===== config.mk =====
export PLATFORM = sky130hd
export DESIGN_NAME = fp_norm_sequencer
export DESIGN_NICKNAME = d
export VERILOG_FILES = /design/src/rtl/fp_norm_sequencer.sv
export SDC_FILE = /design/constraint.sdc
export NUM_CORES = 1
export LEC_CHECK = 0
export CAP_MARGIN = 25
export CORE_AREA = 2 2 101 103
export DETAILED_ROUTE_END_ITERATION = 16
export DIE_AREA = 0 0 103 105
export PLACE_DENSITY = 0.85
export SLEW_MARGIN = 20
export SYNTH_ARGS = -nofsm -noshare
export SYNTH_HDL_FRONTEND = slang
export SYNTH_SLANG_ARGS = --single-unit

===== constraint.sdc =====
create_clock -name clk -period 12.8 [get_ports clk]
set_clock_uncertainty 0.15 [all_clocks]
set_input_delay 2.56 -clock clk [delete_from_list [all_inputs] [get_ports clk]]
set_output_delay 2.56 -clock clk [all_outputs]
set_load 0.02 [all_outputs]

===== src/rtl/fp_norm_sequencer.sv =====
// fp_norm_sequencer: multi-cycle normalization controller that sits between
// the FP adder and the round/pack stage. It accepts one raw significand at a
// time, finds the leading one, performs a carry right-shift or bounded
// left-shifts, adjusts the exponent and raises zero/underflow/overflow flags.
module fp_norm_sequencer #(
  parameter int MAX_SHIFT = 8
) (
  input  logic        clk,
  input  logic        rst_n,
  input  logic        in_valid,
  output logic        in_ready,
  input  logic        in_carry,
  input  logic [23:0] in_mant,
  input  logic [7:0]  in_exp,
  input  logic        in_sign,
  output logic        out_valid,
  input  logic        out_ready,
  output logic [23:0] out_mant,
  output logic [7:0]  out_exp,
  output logic        out_sign,
  output logic        out_zero,
  output logic        out_uflow,
  output logic        out_oflow
);

  // Per-cycle shift limit at the width of the remaining-shift counter.
  localparam logic [4:0] LP_MAX_SHIFT = 5'(MAX_SHIFT);

  typedef enum logic [1:0] {
    S_IDLE  = 2'd0,
    S_CHECK = 2'd1,
    S_SHIFT = 2'd2,
    S_DONE  = 2'd3
  } state_t;

  // Shared 24-to-5 leading-one encoder: index of the highest set bit, 0 for
  // an all-zero input (the zero case is handled separately by the caller).
  function automatic logic [4:0] f_lead_one(input logic [23:0] v);
    logic [4:0] idx;
    idx = 5'd0;
    for (int i = 0; i < 24; i++) begin
      if (v[i]) begin
        idx = 5'(i);
      end else begin
        idx = idx;
      end
    end
    return idx;
  endfunction

  // Working registers for the operation in flight.
  state_t      r_state;
  logic [23:0] r_mant;
  logic [7:0]  r_exp;
  logic        r_sign;
  logic        r_carry;
  logic [4:0]  r_s;
  logic        r_zero;
  logic        r_uflow;
  logic        r_oflow;

  // Registered output stage, loaded only on entry to DONE.
  logic        r_out_valid;
  logic [23:0] r_out_mant;
  logic [7:0]  r_out_exp;
  logic        r_out_sign;
  logic        r_out_zero;
  logic        r_out_uflow;
  logic        r_out_oflow;

  // Next-state values.
  state_t      w_state_nxt;
  logic [23:0] w_mant_nxt;
  logic [7:0]  w_exp_nxt;
  logic        w_sign_nxt;
  logic        w_carry_nxt;
  logic [4:0]  w_s_nxt;
  logic        w_zero_nxt;
  logic        w_uflow_nxt;
  logic        w_oflow_nxt;
  logic        w_out_valid_nxt;
  logic [23:0] w_out_mant_nxt;
  logic [7:0]  w_out_exp_nxt;
  logic        w_out_sign_nxt;
  logic        w_out_zero_nxt;
  logic        w_out_uflow_nxt;
  logic        w_out_oflow_nxt;
  logic        w_load_out;

  // Leading-one position, leading-zero count and this cycle's shift step.
  logic [4:0]  w_idx;
  logic [4:0]  w_lz;
  logic [4:0]  w_step;

  assign w_idx  = f_lead_one(r_mant);
  assign w_lz   = 5'd23 - w_idx;
  assign w_step = (r_s > LP_MAX_SHIFT) ? LP_MAX_SHIFT : r_s;

  // Ready is a pure decode of the state register so it drops at the
  // acceptance edge and rises the moment reset aborts an operation.
  assign in_ready  = (r_state == S_IDLE);
  assign out_valid = r_out_valid;
  assign out_mant  = r_out_mant;
  assign out_exp   = r_out_exp;
  assign out_sign  = r_out_sign;
  assign out_zero  = r_out_zero;
  assign out_uflow = r_out_uflow;
  assign out_oflow = r_out_oflow;

  // Next-state and datapath decisions for every FSM state.
  always_comb begin
    w_state_nxt     = r_state;
    w_mant_nxt      = r_mant;
    w_exp_nxt       = r_exp;
    w_sign_nxt      = r_sign;
    w_carry_nxt     = r_carry;
    w_s_nxt         = r_s;
    w_zero_nxt      = r_zero;
    w_uflow_nxt     = r_uflow;
    w_oflow_nxt     = r_oflow;
    w_out_valid_nxt = r_out_valid;
    w_out_mant_nxt  = r_out_mant;
    w_out_exp_nxt   = r_out_exp;
    w_out_sign_nxt  = r_out_sign;
    w_out_zero_nxt  = r_out_zero;
    w_out_uflow_nxt = r_out_uflow;
    w_out_oflow_nxt = r_out_oflow;
    w_load_out      = 1'b0;

    case (r_state)
      S_IDLE: begin
        if (in_valid) begin
          w_mant_nxt  = in_mant;
          w_exp_nxt   = in_exp;
          w_sign_nxt  = in_sign;
          w_carry_nxt = in_carry;
          w_s_nxt     = 5'd0;
          w_zero_nxt  = 1'b0;
          w_uflow_nxt = 1'b0;
          w_oflow_nxt = 1'b0;
          w_state_nxt = S_CHECK;
        end else begin
          w_state_nxt = S_IDLE;
        end
      end

      S_CHECK: begin
        if (r_carry) begin
          // Carry-out: single right shift, never enters SHIFT.
          w_s_nxt = 5'd0;
          if (r_exp < 8'd254) begin
            w_mant_nxt = {1'b1, r_mant[23:1]};
            w_exp_nxt  = r_exp + 8'd1;
          end else begin
            w_mant_nxt  = 24'd0;
            w_exp_nxt   = 8'd255;
            w_oflow_nxt = 1'b1;
          end
        end else if (r_mant == 24'd0) begin
          w_s_nxt    = 5'd0;
          w_exp_nxt  = 8'd0;
          w_zero_nxt = 1'b1;
        end else if ({3'b000, w_lz} < r_exp) begin
          w_s_nxt   = w_lz;
          w_exp_nxt = r_exp - {3'b000, w_lz};
        end else begin
          // Exponent cannot absorb the full shift: denormalize to exp 0.
          // Here r_exp <= 23, so its low five bits hold the whole value.
          w_s_nxt     = (r_exp == 8'd0) ? 5'd0 : (r_exp[4:0] - 5'd1);
          w_exp_nxt   = 8'd0;
          w_uflow_nxt = 1'b1;
        end

        if (w_s_nxt == 5'd0) begin
          w_state_nxt = S_DONE;
          w_load_out  = 1'b1;
        end else begin
          w_state_nxt = S_SHIFT;
        end
      end

      S_SHIFT: begin
        w_mant_nxt = r_mant << w_step;
        w_s_nxt    = r_s - w_step;
        if (w_s_nxt == 5'd0) begin
          w_state_nxt = S_DONE;
          w_load_out  = 1'b1;
        end else begin
          w_state_nxt = S_SHIFT;
        end
      end

      S_DONE: begin
        if (out_ready) begin
          w_state_nxt     = S_IDLE;
          w_out_valid_nxt = 1'b0;
          w_out_zero_nxt  = 1'b0;
          w_out_uflow_nxt = 1'b0;
          w_out_oflow_nxt = 1'b0;
        end else begin
          w_state_nxt = S_DONE;
        end
      end

      default: begin
        w_state_nxt = S_IDLE;
      end
    endcase

    // Output stage captures the final result only on entry to DONE.
    if (w_load_out) begin
      w_out_valid_nxt = 1'b1;
      w_out_mant_nxt  = w_mant_nxt;
      w_out_exp_nxt   = w_exp_nxt;
      w_out_sign_nxt  = w_sign_nxt;
      w_out_zero_nxt  = w_zero_nxt;
      w_out_uflow_nxt = w_uflow_nxt;
      w_out_oflow_nxt = w_oflow_nxt;
    end else begin
      w_out_valid_nxt = w_out_valid_nxt;
    end
  end

  // State, working and output registers; reset discards any operand in flight.
  always_ff @(posedge clk or negedge rst_n) begin
    if (!rst_n) begin
      r_state     <= S_IDLE;
      r_mant      <= 24'd0;
      r_exp       <= 8'd0;
      r_sign      <= 1'b0;
      r_carry     <= 1'b0;
      r_s         <= 5'd0;
      r_zero      <= 1'b0;
      r_uflow     <= 1'b0;
      r_oflow     <= 1'b0;
      r_out_valid <= 1'b0;
      r_out_mant  <= 24'd0;
      r_out_exp   <= 8'd0;
      r_out_sign  <= 1'b0;
      r_out_zero  <= 1'b0;
      r_out_uflow <= 1'b0;
      r_out_oflow <= 1'b0;
    end else begin
      r_state     <= w_state_nxt;
      r_mant      <= w_mant_nxt;
      r_exp       <= w_exp_nxt;
      r_sign      <= w_sign_nxt;
      r_carry     <= w_carry_nxt;
      r_s         <= w_s_nxt;
      r_zero      <= w_zero_nxt;
      r_uflow     <= w_uflow_nxt;
      r_oflow     <= w_oflow_nxt;
      r_out_valid <= w_out_valid_nxt;
      r_out_mant  <= w_out_mant_nxt;
      r_out_exp   <= w_out_exp_nxt;
      r_out_sign  <= w_out_sign_nxt;
      r_out_zero  <= w_out_zero_nxt;
      r_out_uflow <= w_out_uflow_nxt;
      r_out_oflow <= w_out_oflow_nxt;
    end
  end

endmodule


=== Word level (Yosys, flattened, before mapping) ===
Cells that the tools add are included.

* Register bits after elaboration: 81
* Latch bits: 0
* RAM bits: 0
* Bits in read-only memories: 0
* Output and inout bits: 38
* Word-level logic and storage cells: 110
* Memories: 0

* Add/subtract/negate cells: 5
* $mul: 0
* Div/mod/pow operators: 0
* $lt $le $gt $ge: 3
* Eq/ne operators: 4
* Shifts and indexed selects: 1
* Multiplexer cells: 70
* Bitwise logic cells: 0
* Reduce and logical (&&, ||, !) cells: 11

{| class="wikitable"
|+ Operators by type and width
! kind !! count
|-
| $mux W5 || 28
|-
| $mux W24 || 3
|-
| $pmux W24 S3 || 1
|-
| $mux W8 || 5
|-
| $logic_not A24 Y1 || 1
|-
| $mux W1 || 24
|-
| $shl A24 B5 Y24 || 1
|-
| $pmux W8 S2 || 1
|-
| $pmux W5 S3 || 1
|-
| $logic_not A5 Y1 || 2
|-
| $add A8 B1 Y8 const B || 1
|-
| $logic_not A8 Y1 || 1
|-
| $lt A5 B8 Y1 || 1
|-
| $lt A8 B8 Y1 const B || 1
|-
| $pmux W1 S2 || 4
|-
| $pmux W2 S4 || 1
|-
| $sub A8 B5 Y8 || 1
|-
| $reduce_and A2 Y1 || 3
|-
| $gt A5 B4 Y1 const B || 1
|-
| $sub A5 B1 Y5 const B || 1
|-
| $sub A5 B5 Y5 || 1
|-
| $sub A5 B5 Y5 const A || 1
|-
| $eq A2 B2 Y1 const B || 2
|-
| $mux W2 || 2
|-
| 5 further kinds || 6
|}

=== Logic depth before layout (Yosys ltp) ===
* Depth after elaboration: 34
* Gate-level depth with buffers: 19

=== Least setup slack after synthesis ===
Ideal clock, no wire load.

* Path kind: input to register
* Start: input port in_valid
* End: register r_out_mant[16] (netlist: out_mant[16])
* Arrival time: 3958 ps
* Required time: 12523 ps
* Setup slack: 8564 ps
* Stages: 7
* Cell sequence: nand2b_1 > nand2_1 > or2_2 > buf_1 > a221oi_1 > o21ai_0 > mux2_1

* Word-level cells in the longest chain between the ends: 2

{| class="wikitable"
|+ RTL lines
! element !! line !! RTL
|-
| from (decl) || 10 || <nowiki>input logic in_valid,</nowiki>
|-
| $mux W24 || 132 || <nowiki>if (in_valid) begin</nowiki>
|-
| $pmux W24 S3 || 130 || <nowiki>case (r_state)</nowiki>
|-
| named net w_mant_nxt[16] || 73 || <nowiki>logic [23:0] w_mant_nxt;</nowiki>
|-
| to (signal assigned) || 254 || <nowiki>r_out_mant <= w_out_mant_nxt;</nowiki>
|-
| to (decl) || 64 || <nowiki>logic [23:0] r_out_mant;</nowiki>
|}

The timed path passes the listed nets, and every way through them passes these cells.
A chain may end at the register's enable or synchronous reset.

=== Worst setup path after layout ===
* Start: register r_mant[11]
* End: register r_out_mant[21] (netlist: out_mant[21])

* Word-level cells in the longest chain between the ends: 22
* Elaborated cells between the ends (all ways): 25

{| class="wikitable"
|+ RTL lines
! element !! line !! RTL
|-
| from (decl) || 53 || <nowiki>logic [23:0] r_mant;</nowiki>
|-
| from (signal assigned) || 245 || <nowiki>r_mant <= w_mant_nxt;</nowiki>
|-
| $mux W5 (13 in a row) || 42 || <nowiki>if (v[i]) begin</nowiki>
|-
| $sub A5 B5 Y5 || 96 || <nowiki>assign w_lz = 5'd23 - w_idx;</nowiki>
|-
| $lt A5 B8 Y1 || 163 || <nowiki>end else if ({3'b000, w_lz} < r_exp) begin</nowiki>
|-
| $mux W5 || 163 ||
|-
| $mux W5 || 159 || <nowiki>end else if (r_mant == 24'd0) begin</nowiki>
|-
| $mux W5 || 148 || <nowiki>if (r_carry) begin</nowiki>
|-
| $mux W5 || 130 ||
|-
| $logic_not A5 Y1 || 174 || <nowiki>if (w_s_nxt == 5'd0) begin</nowiki>
|-
| $mux W1 || 174 ||
|-
| $pmux W1 S2 || 130 ||
|}

Parallel ways exist; a longest one is shown, timed or not. The select of a mux whose other input is x is not followed.

==> flow_summary.toml <==
[run_status]
status = "complete, no violations"

[placed_design]
portBuffers = 75
dp_hpwl_um = 11500
gp_congestion = 1.01

[yosys]
ys_types = 73
netlist_instances = 591
yosysTopAreaCell = "dfrtp_1"
ys_seq_area_frac = 0.351
synthArstFlopShare = 1.00
ys_top_cells_by_area = "dfrtp_1 35%, mux4_2 5.1%, mux2_1 4.7%"
ys.flop_type = "dfrtp_1"
syn-cell-area_mm2 = 0.00578
postSynthAreaPerCell_um2 = 9.77
synth_top_area_frac = 0.351
syn_nets = 644
yosysWarnings = 0
synth_edf_count = 0
ys_seq_elements = 81

[sta]
finalMaxSlewViolations = 0
rsz0062_at_grt = "no"
finalCriticalPeriod_ps = 5790
hold_viol_final = 0
slew_headroom = 0.291
worst_slew_pin_slew_ps = 1060
final-setup-viol-count = 0
timing.fmax_mhz = 173
fin_setup_tns_ps = 0
fin_crit_sh = 0.453

[grt]
grt_use_total = 0.313
grt_pass1_vias = 5133
grt_pass1_wl_um = 26500
antenna_found_initial = 0
grt_overflow = 0
grt_max_degree = 70

[setup_path]
path_cells = "nor2_1 > o311ai_1 > a311oi_1 > o31ai_1 > a211oi_1 > inv_1 > fa_1 > a211oi_1 > o21bai_1 > a21boi_0 > nor2_1 > a21oi_1 > o22ai_1 > nor3b_4 > buf_4 > mux2_1"
startpoint_type = "register"
worstPathRequired_ps = 12890
worstSetupPathType = "register to register"
crit_arrival_ps = 5880
cpPeakStageDelay_ps = 830
crit_fanout = 20
critPathCaptureType = "register"
path_delay_family = "compound AO/OA/AOI/OAI gates"
cp_num_buf_inv = 2
crit_slowest_cell = "nor3b_4"

[die]
die_area_mm2 = 0.0108
die_w_um = 103
chipHeight_um = 105
io_pins = 76
rows = 36
core_area_mm2 = 0.00964
initial_core_util = 0.599

[route]
dr_total_vias = 5212
initialDrtViolationCount = 547
wirelength_um = 16300
viasPerCell = 6.77
drcViolationCount = 0
wl_per_cell_um = 21.2
first_pass_iters = 5
ant_nets = 0

[power_and_ir_drop]
power_density_mw_per_mm2 = 290
p_leak_nw = 2.77
ir_worst_vdd_mv = 0.161
finalPower_w = 0.00193

[clock_network]
cts_buffers = 9
clock_sinks = 81
cts_tree = "done"
cts_resized = 0
clk_latency_ps = 360
clk_pin_slew_worst_paths_ps = 90
cts-root-buf = "clkbuf_8"
htree_levels = 3
cts_hold_buf = 0
postCtsSetupRepairBufs = 0
cts_buffer_depth = 2

[worst_hold_path]
min-delay-path-class = "register to register"

[flow_run]
cap_violations = 0

[finish]
fin_nets = 685
layout-drive-gt1-share = 0.108
area_delta_synth_final_pct = 15.4
num_antenna_cells = 0
[cell type report]
cell class	count	area, µm²
Clock inverter	4	52.6
Tap cell	133	166
Clock buffer	12	145
Inverter	19	71.3
Sequential cell	81	2030
Fill cell	760	2970
Timing Repair Buffer	82	801
Multi-Input combinational cell	439	3400
[cell usage after synthesis, drive strengths merged (4+ instances only)]
cell type	count
nand3	10
buf	29
clkbuf	23
a32o	4
a221oi	20
ha	14
mux4	16
nor3	8
mux2	42
mux2i	22
dfrtp	81
o21ai	47
nand2b	10
xnor2	5
a21oi	45
o211a	4
nor2	43
a211oi	9
inv	19
a221o	5
a211o	4
nand2	41
a21o	5
xor2	6
and2	10
a22oi	9
nor4	5
o31ai	4
[metal layers]
| metal | GRT usage | up-vias | wire, µm |
|---|---|---|---|
| met5 | 0 | - | 0 |
| met4 | 0.110 | 0 | 357 |
| met3 | 0.0682 | 40 | 1730 |
| met2 | 0.464 | 374 | 7560 |
| met1 | 0.451 | 2500 | 6690 |
| li1 | - | 2298 | - |
[cells by family (layout without fill, tap and decap cells)]
logic type | count (synthesis) | in the layout | synth area share
buffers and inverters | 71 | 117 | 0.0615
multiplexers | 80 | 80 | 0.188
other | 1 | 1 | 0.000649
XOR/XNOR | 11 | 11 | 0.0167
flip-flops | 81 | 81 | 0.351
adder cells (fa/ha/maj) | 15 | 15 | 0.0338
AND/OR/NAND/NOR | 148 | 148 | 0.130
AO/OA/AOI/OAI | 184 | 184 | 0.219
[state kept, by name (all words and copies together) (netlist names)]
name       flops
r_s            5
r_carry        1
r_oflow        1
out_oflow      1
r_sign         1
out_sign       1
out_mant      24
r_uflow        1
out_zero       1
out_valid      1
r_state        2
r_exp          8
r_zero         1
r_mant        24
out_exp        8
out_uflow      1
[power breakdown]
group	total [W]	internal, W	switching, W
Combinational	0.00122	0.000528	0.000688
Sequential	0.000526	0.000362	0.000164
Clock	0.000194	0.0000957	0.0000978
[final timing paths]
path | from | endpoint | slack [ps] | cells after the start
hold reg to reg | out_valid$_DFFE_PN0P_ | out_valid$_DFFE_PN0P_ | 340 | 1
min in group asynchronous | rst_n | r_s[1]$_DFFE_PN0P_ | 1870 | 1
hold / removal | out_valid$_DFFE_PN0P_ | out_valid$_DFFE_PN0P_ | 340 | 1
setup / recovery | r_mant[11]$_DFF_PN0_ | out_mant[21]$_DFFE_PN0P_ | 7010 | 16
max in group asynchronous | rst_n | r_carry$_DFFE_PN0P_ | 9490 | 2
setup reg to reg | r_mant[11]$_DFF_PN0_ | out_mant[21]$_DFFE_PN0P_ | 7010 | 16
[placed cells by master, fill, tap and decap left out, types with 6 or more instances in the layout]
cell type	n
xor2_1	6
a211oi_1	9
inv_1	19
and2_1	10
mux2i_1	22
a221oi_1	16
nor3_1	7
nand3_1	10
o21ai_1	6
dfrtp_1	81
buf_4	8
nand2_1	41
o21ai_0	41
a22oi_1	9
mux2_1	24
nand2b_1	10
nor2_1	43
a21oi_1	45
clkdlybuf4s50_1	74
mux4_2	13
ha_1	14
mux2_2	13
clkbuf_8	10
[stage by stage]
| step | utilization | cells | hold slack, ps | instance area, µm² | setup slack, ps |
|---|---|---|---|---|---|
| after global placement | 0.671 | 754 | 304 | 6470 | 7210 |
| final | 0.692 | 770 | 338 | 6670 | 7010 |
| after global routing | 0.692 | 770 | 360 | 6670 | 6640 |
| after CTS | 0.692 | 770 | 342 | 6670 | 7060 |
| after detailed placement | 0.671 | 754 | 324 | 6470 | 7090 |
| after floorplan | - | 591 | 286 | 5780 | 8560 |
(Power assumes the default switching activity.)
